===== src/rtl/pacman_soc_mem_burst_master_if.sv =====
// Command, write/read stream, status and Avalon-MM signals of the memory burst master.
interface pacman_soc_mem_burst_master_if #(
    parameter int ADDR_W = 10,
    parameter int DATA_W = 32
);
    logic                cmd_valid;
    logic                cmd_ready;
    logic                cmd_write;
    logic [ADDR_W-1:0]   cmd_addr;
    logic [ADDR_W:0]     cmd_len;
    logic [DATA_W-1:0]   wr_data;
    logic                wr_valid;
    logic                wr_ready;
    logic [DATA_W-1:0]   rd_data;
    logic                rd_valid;
    logic                rd_ready;
    logic                busy;
    logic                done;
    logic [ADDR_W-1:0]   avm_address;
    logic                avm_chipselect;
    logic                avm_write;
    logic [DATA_W/8-1:0] avm_byteenable;
    logic [DATA_W-1:0]   avm_writedata;
    logic                avm_clken;
    logic [DATA_W-1:0]   avm_readdata;

    modport master (
        input  cmd_valid, cmd_write, cmd_addr, cmd_len, wr_data, wr_valid, rd_ready, avm_readdata,
        output cmd_ready, wr_ready, rd_data, rd_valid, busy, done,
               avm_address, avm_chipselect, avm_write, avm_byteenable, avm_writedata, avm_clken
    );

    modport slave (
        output cmd_valid, cmd_write, cmd_addr, cmd_len, wr_data, wr_valid, rd_ready, avm_readdata,
        input  cmd_ready, wr_ready, rd_data, rd_valid, busy, done,
               avm_address, avm_chipselect, avm_write, avm_byteenable, avm_writedata, avm_clken
    );
endinterface


===== src/rtl/pacman_soc_mem_burst_master.sv =====
// Burst master for the on-chip memory: one write or read burst per command, with
// read data returned through a small FIFO whose free space limits outstanding reads.
module pacman_soc_mem_burst_master #(
    parameter int ADDR_W        = 10,
    parameter int DATA_W        = 32,
    parameter int READ_LATENCY  = 1,
    parameter int RD_FIFO_DEPTH = 4
) (
    input  logic                          clk,
    input  logic                          reset,
    pacman_soc_mem_burst_master_if.master bus
);
    localparam int PTR_W = $clog2(RD_FIFO_DEPTH);
    localparam int CNT_W = PTR_W + 1;
    localparam int INF_W = $clog2(READ_LATENCY + 2);
    localparam int USE_W = CNT_W + 2;

    typedef enum logic [1:0] {IDLE, WRITE, READ, DRAIN} state_t;

    state_t              state_q, state_d;
    logic [ADDR_W-1:0]   addr_q, addr_d;
    logic [ADDR_W:0]     remain_q, remain_d;
    logic [ADDR_W-1:0]   avm_address_q, avm_address_d;
    logic [DATA_W-1:0]   avm_writedata_q, avm_writedata_d;
    logic                avm_chipselect_q, avm_chipselect_d;
    logic                avm_write_q, avm_write_d;
    logic                done_q, done_d;
    logic                drain_done;

    logic [READ_LATENCY-1:0] lat_q, lat_d;
    logic [INF_W-1:0]        inflight;
    logic                    rd_issued;
    logic                    capture;
    logic                    pop;
    logic [USE_W-1:0]        used;

    logic [DATA_W-1:0] fifo_mem [RD_FIFO_DEPTH];
    logic [PTR_W-1:0]  wr_ptr_q, wr_ptr_d;
    logic [PTR_W-1:0]  rd_ptr_q, rd_ptr_d;
    logic [CNT_W-1:0]  fifo_cnt_q, fifo_cnt_d;

    // A read on the bus this cycle is outstanding already; the shift register
    // then carries it until its data is captured READ_LATENCY cycles later.
    assign rd_issued = avm_chipselect_q & ~avm_write_q;
    assign capture   = lat_q[READ_LATENCY-1];
    assign pop       = (fifo_cnt_q != '0) & bus.rd_ready;
    assign used      = USE_W'(fifo_cnt_q) + USE_W'(inflight) - USE_W'(pop);

    always_comb begin
        lat_d    = READ_LATENCY'({lat_q, rd_issued});
        inflight = INF_W'(rd_issued);
        for (int i = 0; i < READ_LATENCY; i++) begin
            inflight = inflight + INF_W'(lat_q[i]);
        end
    end

    always_comb begin
        wr_ptr_d   = wr_ptr_q + PTR_W'(capture);
        rd_ptr_d   = rd_ptr_q + PTR_W'(pop);
        fifo_cnt_d = fifo_cnt_q + CNT_W'(capture) - CNT_W'(pop);
    end

    always_ff @(posedge clk) begin
        if (capture) begin
            fifo_mem[wr_ptr_q] <= bus.avm_readdata;
        end
    end

    always_comb begin
        state_d          = state_q;
        addr_d           = addr_q;
        remain_d         = remain_q;
        avm_address_d    = avm_address_q;
        avm_writedata_d  = avm_writedata_q;
        avm_chipselect_d = 1'b0;
        avm_write_d      = 1'b0;
        done_d           = 1'b0;
        drain_done       = 1'b0;
        case (state_q)
            IDLE: begin
                if (bus.cmd_valid) begin
                    addr_d   = bus.cmd_addr;
                    remain_d = bus.cmd_len;
                    if (bus.cmd_len == '0) begin
                        done_d = 1'b1;
                    end else if (bus.cmd_write) begin
                        state_d = WRITE;
                    end else begin
                        state_d = READ;
                    end
                end
            end
            WRITE: begin
                if (bus.wr_valid) begin
                    avm_chipselect_d = 1'b1;
                    avm_write_d      = 1'b1;
                    avm_address_d    = addr_q;
                    avm_writedata_d  = bus.wr_data;
                    addr_d           = addr_q + 1'b1;
                    remain_d         = remain_q - 1'b1;
                    if (remain_q == (ADDR_W+1)'(1)) begin
                        state_d = IDLE;
                        done_d  = 1'b1;
                    end
                end
            end
            READ: begin
                if ((remain_q != '0) && (used < USE_W'(RD_FIFO_DEPTH))) begin
                    avm_chipselect_d = 1'b1;
                    avm_address_d    = addr_q;
                    addr_d           = addr_q + 1'b1;
                    remain_d         = remain_q - 1'b1;
                    if (remain_q == (ADDR_W+1)'(1)) begin
                        state_d = DRAIN;
                    end
                end
            end
            DRAIN: begin
                if ((inflight == '0) && pop && (fifo_cnt_q == CNT_W'(1))) begin
                    drain_done = 1'b1;
                    state_d    = IDLE;
                end
            end
            default: state_d = IDLE;
        endcase
    end

    always_ff @(posedge clk) begin
        if (reset) begin
            state_q          <= IDLE;
            addr_q           <= '0;
            remain_q         <= '0;
            avm_address_q    <= '0;
            avm_writedata_q  <= '0;
            avm_chipselect_q <= 1'b0;
            avm_write_q      <= 1'b0;
            done_q           <= 1'b0;
            lat_q            <= '0;
            wr_ptr_q         <= '0;
            rd_ptr_q         <= '0;
            fifo_cnt_q       <= '0;
        end else begin
            state_q          <= state_d;
            addr_q           <= addr_d;
            remain_q         <= remain_d;
            avm_address_q    <= avm_address_d;
            avm_writedata_q  <= avm_writedata_d;
            avm_chipselect_q <= avm_chipselect_d;
            avm_write_q      <= avm_write_d;
            done_q           <= done_d;
            lat_q            <= lat_d;
            wr_ptr_q         <= wr_ptr_d;
            rd_ptr_q         <= rd_ptr_d;
            fifo_cnt_q       <= fifo_cnt_d;
        end
    end

    assign bus.cmd_ready      = (state_q == IDLE);
    assign bus.wr_ready       = (state_q == WRITE);
    assign bus.busy           = (state_q != IDLE);
    assign bus.done           = done_q | drain_done;
    assign bus.rd_valid       = (fifo_cnt_q != '0);
    assign bus.rd_data        = fifo_mem[rd_ptr_q];
    assign bus.avm_address    = avm_address_q;
    assign bus.avm_chipselect = avm_chipselect_q;
    assign bus.avm_write      = avm_write_q;
    assign bus.avm_writedata  = avm_writedata_q;
    assign bus.avm_byteenable = '1;
    assign bus.avm_clken      = 1'b1;
endmodule


===== src/flat_wrapper.sv =====
// flat-port wrapper written by rule: the top's interface ports become plain ports
module pacman_soc_mem_burst_master_flat 
#(
    parameter int ADDR_W        = 10,
    parameter int DATA_W        = 32,
    parameter int READ_LATENCY  = 1,
    parameter int RD_FIFO_DEPTH = 4
)
  (clk, reset, bus_cmd_valid, bus_cmd_write, bus_cmd_addr, bus_cmd_len, bus_wr_data, bus_wr_valid, bus_rd_ready, bus_avm_readdata, bus_cmd_ready, bus_wr_ready, bus_rd_data, bus_rd_valid, bus_busy, bus_done, bus_avm_address, bus_avm_chipselect, bus_avm_write, bus_avm_byteenable, bus_avm_writedata, bus_avm_clken);
  pacman_soc_mem_burst_master_if #(.ADDR_W(ADDR_W), .DATA_W(DATA_W)) bus_i ();
  input  logic clk;
  input  logic reset;
  input wire logic [$bits(bus_i.cmd_valid)-1:0] bus_cmd_valid;
  input wire logic [$bits(bus_i.cmd_write)-1:0] bus_cmd_write;
  input wire logic [$bits(bus_i.cmd_addr)-1:0] bus_cmd_addr;
  input wire logic [$bits(bus_i.cmd_len)-1:0] bus_cmd_len;
  input wire logic [$bits(bus_i.wr_data)-1:0] bus_wr_data;
  input wire logic [$bits(bus_i.wr_valid)-1:0] bus_wr_valid;
  input wire logic [$bits(bus_i.rd_ready)-1:0] bus_rd_ready;
  input wire logic [$bits(bus_i.avm_readdata)-1:0] bus_avm_readdata;
  output wire logic [$bits(bus_i.cmd_ready)-1:0] bus_cmd_ready;
  output wire logic [$bits(bus_i.wr_ready)-1:0] bus_wr_ready;
  output wire logic [$bits(bus_i.rd_data)-1:0] bus_rd_data;
  output wire logic [$bits(bus_i.rd_valid)-1:0] bus_rd_valid;
  output wire logic [$bits(bus_i.busy)-1:0] bus_busy;
  output wire logic [$bits(bus_i.done)-1:0] bus_done;
  output wire logic [$bits(bus_i.avm_address)-1:0] bus_avm_address;
  output wire logic [$bits(bus_i.avm_chipselect)-1:0] bus_avm_chipselect;
  output wire logic [$bits(bus_i.avm_write)-1:0] bus_avm_write;
  output wire logic [$bits(bus_i.avm_byteenable)-1:0] bus_avm_byteenable;
  output wire logic [$bits(bus_i.avm_writedata)-1:0] bus_avm_writedata;
  output wire logic [$bits(bus_i.avm_clken)-1:0] bus_avm_clken;
  assign bus_i.cmd_valid = bus_cmd_valid;
  assign bus_i.cmd_write = bus_cmd_write;
  assign bus_i.cmd_addr = bus_cmd_addr;
  assign bus_i.cmd_len = bus_cmd_len;
  assign bus_i.wr_data = bus_wr_data;
  assign bus_i.wr_valid = bus_wr_valid;
  assign bus_i.rd_ready = bus_rd_ready;
  assign bus_i.avm_readdata = bus_avm_readdata;
  assign bus_cmd_ready = bus_i.cmd_ready;
  assign bus_wr_ready = bus_i.wr_ready;
  assign bus_rd_data = bus_i.rd_data;
  assign bus_rd_valid = bus_i.rd_valid;
  assign bus_busy = bus_i.busy;
  assign bus_done = bus_i.done;
  assign bus_avm_address = bus_i.avm_address;
  assign bus_avm_chipselect = bus_i.avm_chipselect;
  assign bus_avm_write = bus_i.avm_write;
  assign bus_avm_byteenable = bus_i.avm_byteenable;
  assign bus_avm_writedata = bus_i.avm_writedata;
  assign bus_avm_clken = bus_i.avm_clken;
  pacman_soc_mem_burst_master #(.ADDR_W(ADDR_W), .DATA_W(DATA_W), .READ_LATENCY(READ_LATENCY), .RD_FIFO_DEPTH(RD_FIFO_DEPTH)) u_core (.clk(clk), .reset(reset), .bus(bus_i));
endmodule

===== config.mk =====
export PLATFORM = sky130hd
export DESIGN_NAME = pacman_soc_mem_burst_master_flat
export DESIGN_NICKNAME = d
export VERILOG_FILES = /design/src/rtl/pacman_soc_mem_burst_master_if.sv /design/src/rtl/pacman_soc_mem_burst_master.sv /design/src/flat_wrapper.sv
export SDC_FILE = /design/constraint.sdc
export NUM_CORES = 1
export LEC_CHECK = 0
export ABC_CLOCK_PERIOD_IN_PS = 3200
export BUFFER_PORTS_ARGS = -buffer_cell sky130_fd_sc_hd__buf_2
export CAP_MARGIN = 20
export CORE_AREA = 2 2 143 145
export CTS_BUF_LIST = sky130_fd_sc_hd__clkbuf_4
export DETAILED_ROUTE_END_ITERATION = 8
export DIE_AREA = 0 0 145 147
export GPL_ROUTABILITY_DRIVEN = 0
export HOLD_SLACK_MARGIN = 0.02
export PLACE_DENSITY = 0.77
export SYNTH_ARGS = -nofsm -noshare
export SYNTH_HDL_FRONTEND = slang
export SYNTH_SLANG_ARGS = --single-unit
export TNS_END_PERCENT = 20

===== constraint.sdc =====
create_clock -name clk -period 3.2 [get_ports clk]
set_clock_uncertainty 0.15 [all_clocks]
set_input_delay 0.16 -clock clk [delete_from_list [all_inputs] [get_ports clk]]
set_output_delay 0.16 -clock clk [all_outputs]
set_load 0.1 [all_outputs]

==> flow_metrics.env <==
export IMPL_wl_um=22500
export IMPL_synth_compound_area_share_pct=9.95
export IMPL_hpwl_um=11400
export IMPL_pin_count=177
export IMPL_drc=0
export IMPL_max_stage_delay_ps=490
export IMPL_seq_area_frac_synth_pct=64.5
export IMPL_synth_avg_cell_area_um2=13.1
export IMPL_crit_chain="nand2b_4 -> ha_1 -> ha_1 -> fa_1 -> nor2_1 -> nand2_1 -> mux2i_2 -> o31ai_4 -> clkdlybuf4s15_2 -> and3_1 -> o221a_2"
export IMPL_grt_first_pass_wirelength_um=35400
export IMPL_synth_async_sr_flop_share_pct=0
export IMPL_firstDrtPassIters=5
export IMPL_hold_viol_final=0
export IMPL_hold_path_class="in -> reg"
export IMPL_grtUsageMet3_pct=4.60
export IMPL_fp_dieArea_um2=21300
export IMPL_timing_fmax_mhz=317
export IMPL_synth_top_area_share_pct=46.2
export IMPL_dieWidth_um=145
export IMPL_clkSinkCount=204
export IMPL_ant_nets=0
export IMPL_synth_edf_count=128
export IMPL_fp_row_count=52
export IMPL_dp_cells=1048
export IMPL_final_max_slew_violation_count=0
export IMPL_cts_root_buffer="clkbuf_4"
export IMPL_rsz0062_at_grt="true"
export IMPL_postSynthCellCount=633
export IMPL_arrival_ps=3540
export IMPL_met2_usage_pct=34.6
export IMPL_seq_area_um2=5370
export IMPL_clk_pin_slew_ps=70
export IMPL_nNetsFinal=1096
export IMPL_cp_max_fo=4
export IMPL_clockBufferDepth=3
export IMPL_cap_violations=0
export IMPL_pre_cts_ws_ps=-61.8
export IMPL_drtIter0Drc=416
export IMPL_ys_flop_type="edfxtp_1"
export IMPL_setup_viol=0
export IMPL_p_per_area_nw_per_um2=842
export IMPL_required_ps=3590
export IMPL_outcome="complete, no violations"
export IMPL_fillers=1512
export IMPL_min_period_ps=3150
export IMPL_post_drt_wl_per_cell_um=17.3
export IMPL_setup_tns_ps=0
export IMPL_clock_latency_ps=640
export IMPL_cts_htree_levels=2
export IMPL_synthesis_area_um2=8310
export IMPL_core_area_um2=19800
export IMPL_grt_most_used_layer="met2"
export IMPL_final_period_utilization_pct=98.5
export IMPL_synthTopCellsByArea="edfxtp_1, dfxtp_1, mux4_2"
export IMPL_grt_overflow_total=0
export IMPL_vdd_drop_max_uv=839
export IMPL_instances_no_fill=1300
export IMPL_yosys_area_top_type="edfxtp_1"
export IMPL_cpMostUsedCell="ha_1"
export IMPL_io_buffers=171
export IMPL_via_per_inst=5.25
export IMPL_critPathLaunchType="flip-flop"
export IMPL_via_count=6828
export IMPL_tightest_slew_ps=806
export IMPL_met1_usage_pct=26.0
export IMPL_cts_buffers=54
export IMPL_multi_input_area_um2=2810
export IMPL_grt_pass1_vias=7015
export IMPL_crit_path_end_kind="flip-flop"
export IMPL_synth_distinct_cells=58
export IMPL_synth_xor_area_share_pct=0.421
export IMPL_setup_slack_ps=49.0
export IMPL_synth_simple_area_share_pct=10.1
export IMPL_synth_top_family_by_area="simple AND/OR/NAND/NOR gates"
export IMPL_grt_max_degree=62
export IMPL_area_growth_pct=41.1
export IMPL_initial_core_util_pct=41.9
export IMPL_antenna_found_initial=0
export IMPL_crit_type="reg -> reg"
export IMPL_die_h_um=147
export IMPL_cp_slowest_cell="fa_1"
export IMPL_ys_ff_latch=204
export IMPL_synthMuxAreaShare_pct=9.16
export IMPL_drive_gt1_share_pct=32.0
export IMPL_relSlewSlack_pct=45.9
export IMPL_cts_tree="done"
export IMPL_synth_adder_area_share_pct=2.74
export IMPL_leakagePower_nw=4.51
export IMPL_ys_warn_count=0
export IMPL_grt_total_usage_pct=20.5
==> routing by layer <==
| layer | routed length [um] | share of wire [%] | vias up |
|---|---|---|---|
| li1 | - | - | 3135 |
| met5 | 0 | 0 | - |
| met2 | 11200 | 49 | 351 |
| met3 | 1680 | 7.5 | 64 |
| met4 | 685 | 3.0 | 0 |
| met1 | 9020 | 40 | 3278 |
==> stage by stage <==
step	util [%]	power (mW)	hold slack, ps	cell area [um^2]
after floorplan	-	6.73	109	8370
after global placement	47.9	7.39	225	9500
after detailed placement	47.9	7.43	234	9500
after CTS	58.6	9.73	21.4	11600
after global routing	59.1	10.4	34.1	11700
final	59.1	9.89	98.9	11700
==> power by group <==
| group | internal [mW] | total, mW | leakage, nW | switching [mW] |
|---|---|---|---|---|
| clock | 1.01 | 2.09 | 0.369 | 1.08 |
| sequential | 3.03 | 3.27 | 1.77 | 0.240 |
| combinational | 1.26 | 4.52 | 2.37 | 3.26 |
==> synth_stat cells, types with 4 or more instances <==
library cell    n
a31o_2          9
o31ai_1        10
and3_1          4
nor4_1          4
a21oi_1        54
mux4_2         32
nand2b_1        4
dfxtp_1        76
nor2b_1         4
o311ai_0        6
buf_4           6
inv_1          15
o22ai_1         5
buf_2           5
clkbuf_1       27
o21ai_0        14
a211oi_1        7
nor3_1         23
buf_1           7
nand3_1        10
edfxtp_1      128
nand2_1        90
nor2_1         25
ha_1           15
==> cell usage in the layout (no fill, tap or decap), types with 7 or more instances in the layout <==
cell type | Yosys | final
ha_1 | 15 | 15
o21ai_0 | 14 | 12
a31o_2 | 9 | 9
edfxtp_1 | 128 | 128
inv_1 | 15 | 15
buf_4 | 6 | 16
nand3_1 | 10 | 9
o31ai_1 | 10 | 7
nor3_1 | 23 | 22
nand2_1 | 90 | 90
a21oi_1 | 54 | 54
buf_2 | 5 | 171
nor2_1 | 25 | 23
clkbuf_4 | 0 | 68
dfxtp_1 | 76 | 73
clkinv_1 | 1 | 24
dlygate4sd3_1 | 0 | 149
mux4_2 | 32 | 32
==> flip-flops by register name, summed over array words and instances (netlist names), 2 cells and up <==
register,count
u_core.state_q,2
u_core.rd_ptr_q,2
u_core.addr_q,10
u_core.remain_q,11
u_core.wr_ptr_q,2
u_core.bus.avm_address,10
u_core.fifo_mem,128
u_core.bus.avm_writedata,32
u_core.fifo_cnt_q,3
==> path summary, 6_finish.rpt <==
check / start / to / slack, ps / cells past startpoint
worst max-delay path: u_core.bus.avm_write / u_core.addr_q[7] / 50 / 11
worst min-delay path: bus_wr_valid / u_core.bus.avm_writedata[10] / 100 / 5
worst max register to register: u_core.bus.avm_write / u_core.addr_q[7] / 50 / 11
worst min register to register: u_core.bus.avm_writedata[10] / u_core.bus.avm_writedata[10] / 320 / 2
==> kinds of logic (layout without fill, tap and decap cells) <==
logic type / Yosys count / in the layout
AO/OA/AOI/OAI: 128 / 129
XOR/XNOR: 4 / 4
adder cells (fa/ha/maj): 17 / 17
buffers and inverters: 61 / 452
flip-flops: 204 / 204
multiplexers: 36 / 36
other: 1 / 6
AND/OR/NAND/NOR: 182 / 182
==> worst max-delay path, delay by kind of cell (launching register included) <==
kind / cells / cell delay (ps)
buffers and inverters: 1 / 270
AOI/OAI and AO/OA: 2 / 400
muxes: 1 / 470
adders and majority gates: 3 / 970
DFF: 1 / 340
and+or+nand+nor: 4 / 460
==> layout make-up <==
cell class / count / share of cell area [%]
sequential: 204 / 45.8
tap: 270 / 2.88
antenna: 1 / 0.0213
clock buffer: 68 / 4.35
multi-input combinational: 373 / 24.0
timing repair buffer: 339 / 21.4
clock inverter: 29 / 1.08
inverter: 16 / 0.512
==> timing repair <==
item / 4_1_cts / 5_1_grt
pin swaps: 0 / 2
endpoints found under the setup margin: 9 / 26
hold buffers: 149 / 0
buffers inserted: 0 / 3
gates resized for setup: 1 / 13
gates cloned: 0 / 2
hold endpoints to repair: 193 / 0
(Power assumes the default switching activity.)
